--- config.mk ---
export PLATFORM = sky130hd
export DESIGN_NAME = debounce_bank_flat
export DESIGN_NICKNAME = d
export VERILOG_FILES = /design/src/rtl/debounce_pkg.sv /design/src/rtl/debounce_if.sv /design/src/rtl/debounce_channel.sv /design/src/rtl/debounce_bank.sv /design/src/flat_wrapper.sv
export SDC_FILE = /design/constraint.sdc
export NUM_CORES = 1
export LEC_CHECK = 0
export CORE_MARGIN = 1.5
export CORE_UTILIZATION = 44
export CTS_CLUSTER_SIZE = 25
export DETAILED_ROUTE_END_ITERATION = 12
export PLACE_DENSITY = 0.69
export SLEW_MARGIN = 40
export SYNTH_ARGS = -nofsm -noshare
export SYNTH_HDL_FRONTEND = slang
export SYNTH_SLANG_ARGS = --single-unit
--- constraint.sdc ---
create_clock -name clk -period 1.76 [get_ports clk]
set_clock_uncertainty 0.1 [all_clocks]
set_input_delay 0.264 -clock clk [delete_from_list [all_inputs] [get_ports clk]]
set_output_delay 0.264 -clock clk [all_outputs]
set_load 0.05 [all_outputs]
--- src/rtl/debounce_pkg.sv ---
// rtl/debounce_pkg.sv - shared constants and counter-width helper for the debounce bank
package debounce_pkg;

  localparam int DEFAULT_STABLE_COUNT = 8;
  localparam int DEFAULT_PRESCALE     = 1;

  // Width needed to count 0..n-1, never narrower than one bit.
  function automatic int cnt_width(input int n);
    if (n <= 2) return 1;
    return $clog2(n);
  endfunction

endpackage

--- src/rtl/debounce_if.sv ---
// rtl/debounce_if.sv - raw button inputs and filtered level/edge outputs of the debounce bank
interface debounce_if #(
  parameter int CHANNELS = 4
);

  logic [CHANNELS-1:0] buttons;
  logic [CHANNELS-1:0] debounced;
  logic [CHANNELS-1:0] rise;
  logic [CHANNELS-1:0] fall;

  modport master (output buttons, input debounced, input rise, input fall);
  modport slave  (input buttons, output debounced, output rise, output fall);

endinterface

--- src/rtl/debounce_channel.sv ---
// rtl/debounce_channel.sv - one channel: stability counter, level register and edge pulses
module debounce_channel
  import debounce_pkg::*;
#(
  parameter int   STABLE_COUNT = DEFAULT_STABLE_COUNT,
  parameter logic INIT_LEVEL   = 1'b0
) (
  input  logic clk,
  input  logic reset_n,
  input  logic strobe,
  input  logic sample,
  output logic debounced,
  output logic rise,
  output logic fall
);

  localparam int            CW       = cnt_width(STABLE_COUNT);
  localparam logic [CW-1:0] CNT_LAST = CW'(STABLE_COUNT - 1);

  logic [CW-1:0] cnt;
  logic          level;

  always_ff @(posedge clk or negedge reset_n) begin
    if (!reset_n) begin
      cnt   <= '0;
      level <= INIT_LEVEL;
      rise  <= 1'b0;
      fall  <= 1'b0;
    end else begin
      rise <= 1'b0;
      fall <= 1'b0;
      if (strobe) begin
        // Any agreeing sample restarts the filter, so bounces never accumulate.
        if (sample == level) begin
          cnt <= '0;
        end else if (cnt == CNT_LAST) begin
          cnt   <= '0;
          level <= ~level;
          rise  <= ~level;
          fall  <= level;
        end else begin
          cnt <= cnt + 1'b1;
        end
      end
    end
  end

  assign debounced = level;

endmodule

--- src/rtl/debounce_bank.sv ---
// rtl/debounce_bank.sv - multi-channel debouncer with shared prescaler; DEBOUNCE_SYNC_EN adds 2-flop input synchronisers
module debounce_bank
  import debounce_pkg::*;
#(
  parameter int   CHANNELS     = 4,
  parameter int   STABLE_COUNT = DEFAULT_STABLE_COUNT,
  parameter int   PRESCALE     = DEFAULT_PRESCALE,
  parameter logic INIT_LEVEL   = 1'b0
) (
  input  logic     clk,
  input  logic     reset_n,
  debounce_if.slave bus
);

  logic                strobe;
  logic [CHANNELS-1:0] sample;
  logic [CHANNELS-1:0] deb_w;
  logic [CHANNELS-1:0] rise_w;
  logic [CHANNELS-1:0] fall_w;

`ifdef DEBOUNCE_SYNC_EN
  logic [CHANNELS-1:0] sync_q1;
  logic [CHANNELS-1:0] sync_q2;

  always_ff @(posedge clk or negedge reset_n) begin
    if (!reset_n) begin
      sync_q1 <= {CHANNELS{INIT_LEVEL}};
      sync_q2 <= {CHANNELS{INIT_LEVEL}};
    end else begin
      sync_q1 <= bus.buttons;
      sync_q2 <= sync_q1;
    end
  end

  assign sample = sync_q2;
`else
  assign sample = bus.buttons;
`endif

  generate
    if (PRESCALE > 1) begin : g_pre
      localparam int            PW       = cnt_width(PRESCALE);
      localparam logic [PW-1:0] PRE_LAST = PW'(PRESCALE - 1);

      logic [PW-1:0] pre_cnt;

      always_ff @(posedge clk or negedge reset_n) begin
        if (!reset_n) begin
          pre_cnt <= '0;
        end else if (pre_cnt == PRE_LAST) begin
          pre_cnt <= '0;
        end else begin
          pre_cnt <= pre_cnt + 1'b1;
        end
      end

      assign strobe = (pre_cnt == PRE_LAST);
    end else begin : g_nopre
      assign strobe = 1'b1;
    end

    for (genvar i = 0; i < CHANNELS; i++) begin : g_ch
      debounce_channel #(
        .STABLE_COUNT (STABLE_COUNT),
        .INIT_LEVEL   (INIT_LEVEL)
      ) u_ch (
        .clk       (clk),
        .reset_n   (reset_n),
        .strobe    (strobe),
        .sample    (sample[i]),
        .debounced (deb_w[i]),
        .rise      (rise_w[i]),
        .fall      (fall_w[i])
      );
    end
  endgenerate

  assign bus.debounced = deb_w;
  assign bus.rise      = rise_w;
  assign bus.fall      = fall_w;

endmodule

--- src/flat_wrapper.sv ---
// flat-port wrapper written by rule: the top's interface ports become plain ports
module debounce_bank_flat import debounce_pkg::*;
#(
  parameter int   CHANNELS     = 4,
  parameter int   STABLE_COUNT = DEFAULT_STABLE_COUNT,
  parameter int   PRESCALE     = DEFAULT_PRESCALE,
  parameter logic INIT_LEVEL   = 1'b0
)
  (clk, reset_n, bus_buttons, bus_debounced, bus_rise, bus_fall);
  debounce_if #(.CHANNELS(CHANNELS)) bus_i ();
  input  logic clk;
  input  logic reset_n;
  input wire logic [$bits(bus_i.buttons)-1:0] bus_buttons;
  output wire logic [$bits(bus_i.debounced)-1:0] bus_debounced;
  output wire logic [$bits(bus_i.rise)-1:0] bus_rise;
  output wire logic [$bits(bus_i.fall)-1:0] bus_fall;
  assign bus_i.buttons = bus_buttons;
  assign bus_debounced = bus_i.debounced;
  assign bus_rise = bus_i.rise;
  assign bus_fall = bus_i.fall;
  debounce_bank #(.CHANNELS(CHANNELS), .STABLE_COUNT(STABLE_COUNT), .PRESCALE(PRESCALE), .INIT_LEVEL(INIT_LEVEL)) u_core (.clk(clk), .reset_n(reset_n), .bus(bus_i));
endmodule
======== Word level (Yosys, flattened, before mapping) ========
Index checks and enable logic that the tools add are counted.
cells by class
  bitwise logic cells ..................... 8
  reductions and logical operators ........ 4
  equality and inequality tests ........... 8
  add/sub/neg operators ................... 4
  mux-type cells .......................... 24
operator list
  kind                                          count
  2-to-1 mux 3 bit                              8
  2-to-1 mux 1 bit                              16
  adder 3 x 1 -> 3 bit (second input constant)  4
  equality test 3 bit (second input constant)   4
  NOT 1 bit                                     8
  AND reduction 2 bit                           4
  equality test 1 bit                           4
storage, ports and cells
  register bits ........................... 24
  output and inout port bits .............. 12
  input port bits ......................... 6
  word-level logic and storage cells ...... 64

======== Depth between registers and ports, before layout ========
  word-level depth ........................ 3
  depth in mapped cells ................... 4
  mapped depth without buffers ............ 4

======== By module ========
A second synthesis with hierarchy kept.
unflattened totals
  cells, all modules ...................... 101
  area, all modules ....................... 1129.8 um^2
modules (own cells, without submodules)
  module            cells an instance  area an instance (um^2)  instances  sequential area each (um^2)
  debounce_channel  25                 281.5                    4          150.1
  debounce_bank     1                  3.8                      1          0.0

======== Worst setup path before layout ========
Ideal clock, no wire load.
  kind .................................... flip-flop to flip-flop
  from .................................... register u_core.g_ch[2].u_ch.cnt[0]
  to ...................................... register u_core.g_ch[2].u_ch.level
  setup slack ............................. 0.475 ns
  setup time .............................. 0.125 ns
  buffers on the path ..................... 0
  clock period less this slack ............ 1.285 ns
  cell stages (with the launch flop) ...... 4
  arrival ................................. 1.060 ns
  data required time ...................... 1.535 ns
  path through ............................ dfrtp_1 -> ha_1 -> ha_1 -> mux2_2
on the way
  cells in the longest elaborated chain, start to end .. 2
ends and longest elaborated chain
  what                           RTL line                source
  start, declared                debounce_channel.sv:20  logic [CW-1:0] cnt;
  start signal, assigned         debounce_channel.sv:42  cnt <= cnt + 1'b1;
  equality test 3 bit            debounce_channel.sv:36  end else if (cnt == CNT_LAST) begin
  AND reduction 2 bit (no line)  -
  end signal, assigned           debounce_channel.sv:38  level <= ~level;
  end, declared                  debounce_channel.sv:21  logic level;
No other way between the ends.
A chain may end at the register's enable or synchronous reset.

======== Final worst setup path ========
  from .................................... register u_core.g_ch[1].u_ch.cnt[0]
  to ...................................... register u_core.g_ch[1].u_ch.level
on the way
  cells in the longest elaborated chain, start to end .. 2
ends and longest elaborated chain
  what                           RTL line
  start, declared                debounce_channel.sv:20
  start signal, assigned         debounce_channel.sv:42
  equality test 3 bit            debounce_channel.sv:36
  AND reduction 2 bit (no line)  -
  end signal, assigned           debounce_channel.sv:38
  end, declared                  debounce_channel.sv:21
No other way between the ends.

==> summary.md <==
| Metric | Value |
|---|---|
| Synth cell types | `15` |
| Port Buffer Count | `17` |
| Hold/Removal Path Class | `primary input to async pin` |
| # placed instances | `114` |
| Top Usage Layer GRT | `met2` |
| Kind of critical path | `flop to flop` |
| Clock sink total | `24` |
| Worst setup EP type | `flop` |
| Initial antenna violation count | `0` |
| Share of cells above drive strength 1 | `34.4%` |
| YS warnings | `0` |
| Met2 GRT Util | `18.8%` |
| Setup Total Neg Slack | `0 ns` |
| Non-Filler Instances | `118` |
| H-tree depth | `1` |
| Worst slew pin tran | `0.346 ns` |
| CP Launch Type | `flop` |
| Final net count | `108` |
| Setup-failing EPs final | `0` |
| CP required | `1.86 ns` |
| Register bit count reported by yosys | `24` |
| Minimum clock period | `1.39 ns` |
| Placer Congestion | `0.650` |
| # IOs | `18` |
| CTS Buffer Depth | `2` |
| Via Count | `554` |
| Initial Utilization | `47.8%` |
| FMAX | `0.719 GHz` |
| Largest net degree at the start of global routing | `25` |
| Grt ovf | `0` |
| Setup Fix Bufs, Post-CTS | `0` |
| Avg Synthesized Cell Area | `13.5 um^2` |
| Pwr/cell area | `1350 mW/mm^2` |
| Worst Path Max Fanout | `4` |
| DRT Pass-1 Iters | `3` |
| RSZ-0062 raised after global routing | `false` |
| Number of max-cap violations | `0` |
| Leak pwr | `0.000667 uW` |
| Most common cell after layout, fill and taps aside | `dfrtp_1` |
| Net Count, Synth | `97` |
| Row count | `17` |
| Status | `complete, no violations` |
| First-pass GRT wire length | `2.49 mm` |
| Total track usage | `12.9%` |
| Leading post-synthesis cells by cell area | `dfrtp_1, ha_1, buf_4` |
| Fin crit share | `79.0%` |
| Relative slew slack | `76.8%` |
| Final core occ | `53.6%` |
| Die ar. | `0.00276 mm^2` |
| Antenna violation net count after detailed routing | `0` |
| Post-Syn Area | `0.00108 mm^2` |
| Mapped Cells | `80` |
| Hold Buf Count CTS | `0` |
| Die width | `52.5 um` |
| Critical path data arrival time | `1.49 ns` |
| Worst-path clk slew | `0.13 ns` |
| Final hold violation count | `0` |
| DPL Wire Length | `1.08 mm` |
| M3 GR Usage | `2.57%` |
| WL per Instance | `11.9 um` |
| Reg-to-reg slack, setup | `0.37 ns` |
| DRC | `0` |
| Worst-skew pair later-pin latency | `0.31 ns` |
| Max Slew Vio Count | `0` |
| Post-synthesis sequential area ratio | `55.7%` |
| Peak VDD IR | `0.000835 V` |
| DRT iter0 DRCs | `4` |
| CORE AREA | `0.00225 mm^2` |
| Detail-routed via count per cell | `4.69` |
| Number of global-route vias before repair | `569` |
| Most frequent cells in the layout | `dfrtp_1, buf_4, ha_1` |
| Dominant cell type by area after synthesis | `dfrtp_1` |
| CTS tree | `built` |
| Final WL | `1.41 mm` |
| Met1 Use GR | `17.1%` |
| TritonCTS Buffers | `3` |
| Clock Root Buffer | `clkbuf_4` |
| Synth top area share | `55.7%` |
| Die Ht | `52.5 um` |
| Area grow syn2layout | `11.9%` |
| N_diodes | `0` |
| # resized after CTS | `0` |
[Yosys cell counts]
cell type,n
nor2b_1,1
and2_1,2
xnor2_1,1
mux2_2,4
ha_1,11
nor3b_2,4
nor3_1,1
nand2_1,5
dfrtp_1,24
xor2_1,3
and3b_2,2
nor2_1,5
and2_2,4
and3b_1,1
buf_4,12
[worst max-delay path, stage by stage (launching register included)]
cell,delay (ns)
dfrtp_1,0.43
ha_1,0.21
ha_1,0.26
mux2_2,0.29
[sequential cells by signal, summed over array words and instances, names as in the netlist]
signal	flops
u_core.g_ch.u_ch.cnt	12
u_core.g_ch.u_ch.fall	4
u_core.g_ch.u_ch.debounced	4
u_core.g_ch.u_ch.rise	4
[power breakdown]
group	leakage [uW]	switching [uW]	internal, uW
clock network	0.0000210	154	126
registers	0.000324	112	697
logic	0.000322	299	245
[path summary, 6_finish.rpt]
| kind | startpoint | end | cells past startpoint |
|---|---|---|---|
| max in group asynchronous | reset_n | u_core.g_ch[3].u_ch.debounced$_DFFE_PN0P_ | 2 |
| setup / recovery | u_core.g_ch[1].u_ch.cnt[0]$_DFF_PN0_ | u_core.g_ch[1].u_ch.debounced$_DFFE_PN0P_ | 3 |
| hold / removal | reset_n | u_core.g_ch[1].u_ch.fall$_DFF_PN0_ | 2 |
| min in group clk | u_core.g_ch[2].u_ch.cnt[0]$_DFF_PN0_ | u_core.g_ch[2].u_ch.cnt[0]$_DFF_PN0_ | 1 |
| setup reg to reg | u_core.g_ch[1].u_ch.cnt[0]$_DFF_PN0_ | u_core.g_ch[1].u_ch.debounced$_DFFE_PN0P_ | 3 |
| hold reg to reg | u_core.g_ch[2].u_ch.cnt[0]$_DFF_PN0_ | u_core.g_ch[2].u_ch.cnt[0]$_DFF_PN0_ | 1 |
[routing by layer]
| metal | up-vias | wire length (um) |
|---|---|---|
| li1 | 272 | - |
| met1 | 264 | 679 |
| met2 | 14 | 609 |
| met3 | 4 | 77 |
| met4 | 0 | 41 |
| met5 | - | 0 |
[per-stage QoR]
step                power, uW  area [um^2]  hold slack (ns)  worst slack, ns
floorplan                1270         1080           -0.132            0.475
global placement         1350         1170            0.328            0.398
detailed placement       1380         1170            0.337            0.367
CTS                      1660         1210            0.199            0.373
global route             1740         1210            0.226            0.323
finish                   1630         1210            0.192            0.370
[cell type report]
class,count,area (um^2)
multi-input cells,44,388
clock buffers,4,36.3
flip-flops and latches,24,601
well taps,28,35.0
fillers,212,1050
repair buffers,18,148
[cell families (layout without fill, tap and decap cells)]
logic type | after synthesis | in the layout | share of synthesized area (%)
XOR/XNOR | 4 | 4 | 3.25
adder cells (fa/ha/maj) | 11 | 11 | 12.8
AND/OR/NAND/NOR | 25 | 25 | 15.8
buffers and inverters | 12 | 22 | 8.35
flip-flops | 24 | 24 | 55.7
multiplexers | 4 | 4 | 4.18
No activity file was read; power rests on OpenSTA's default activity.
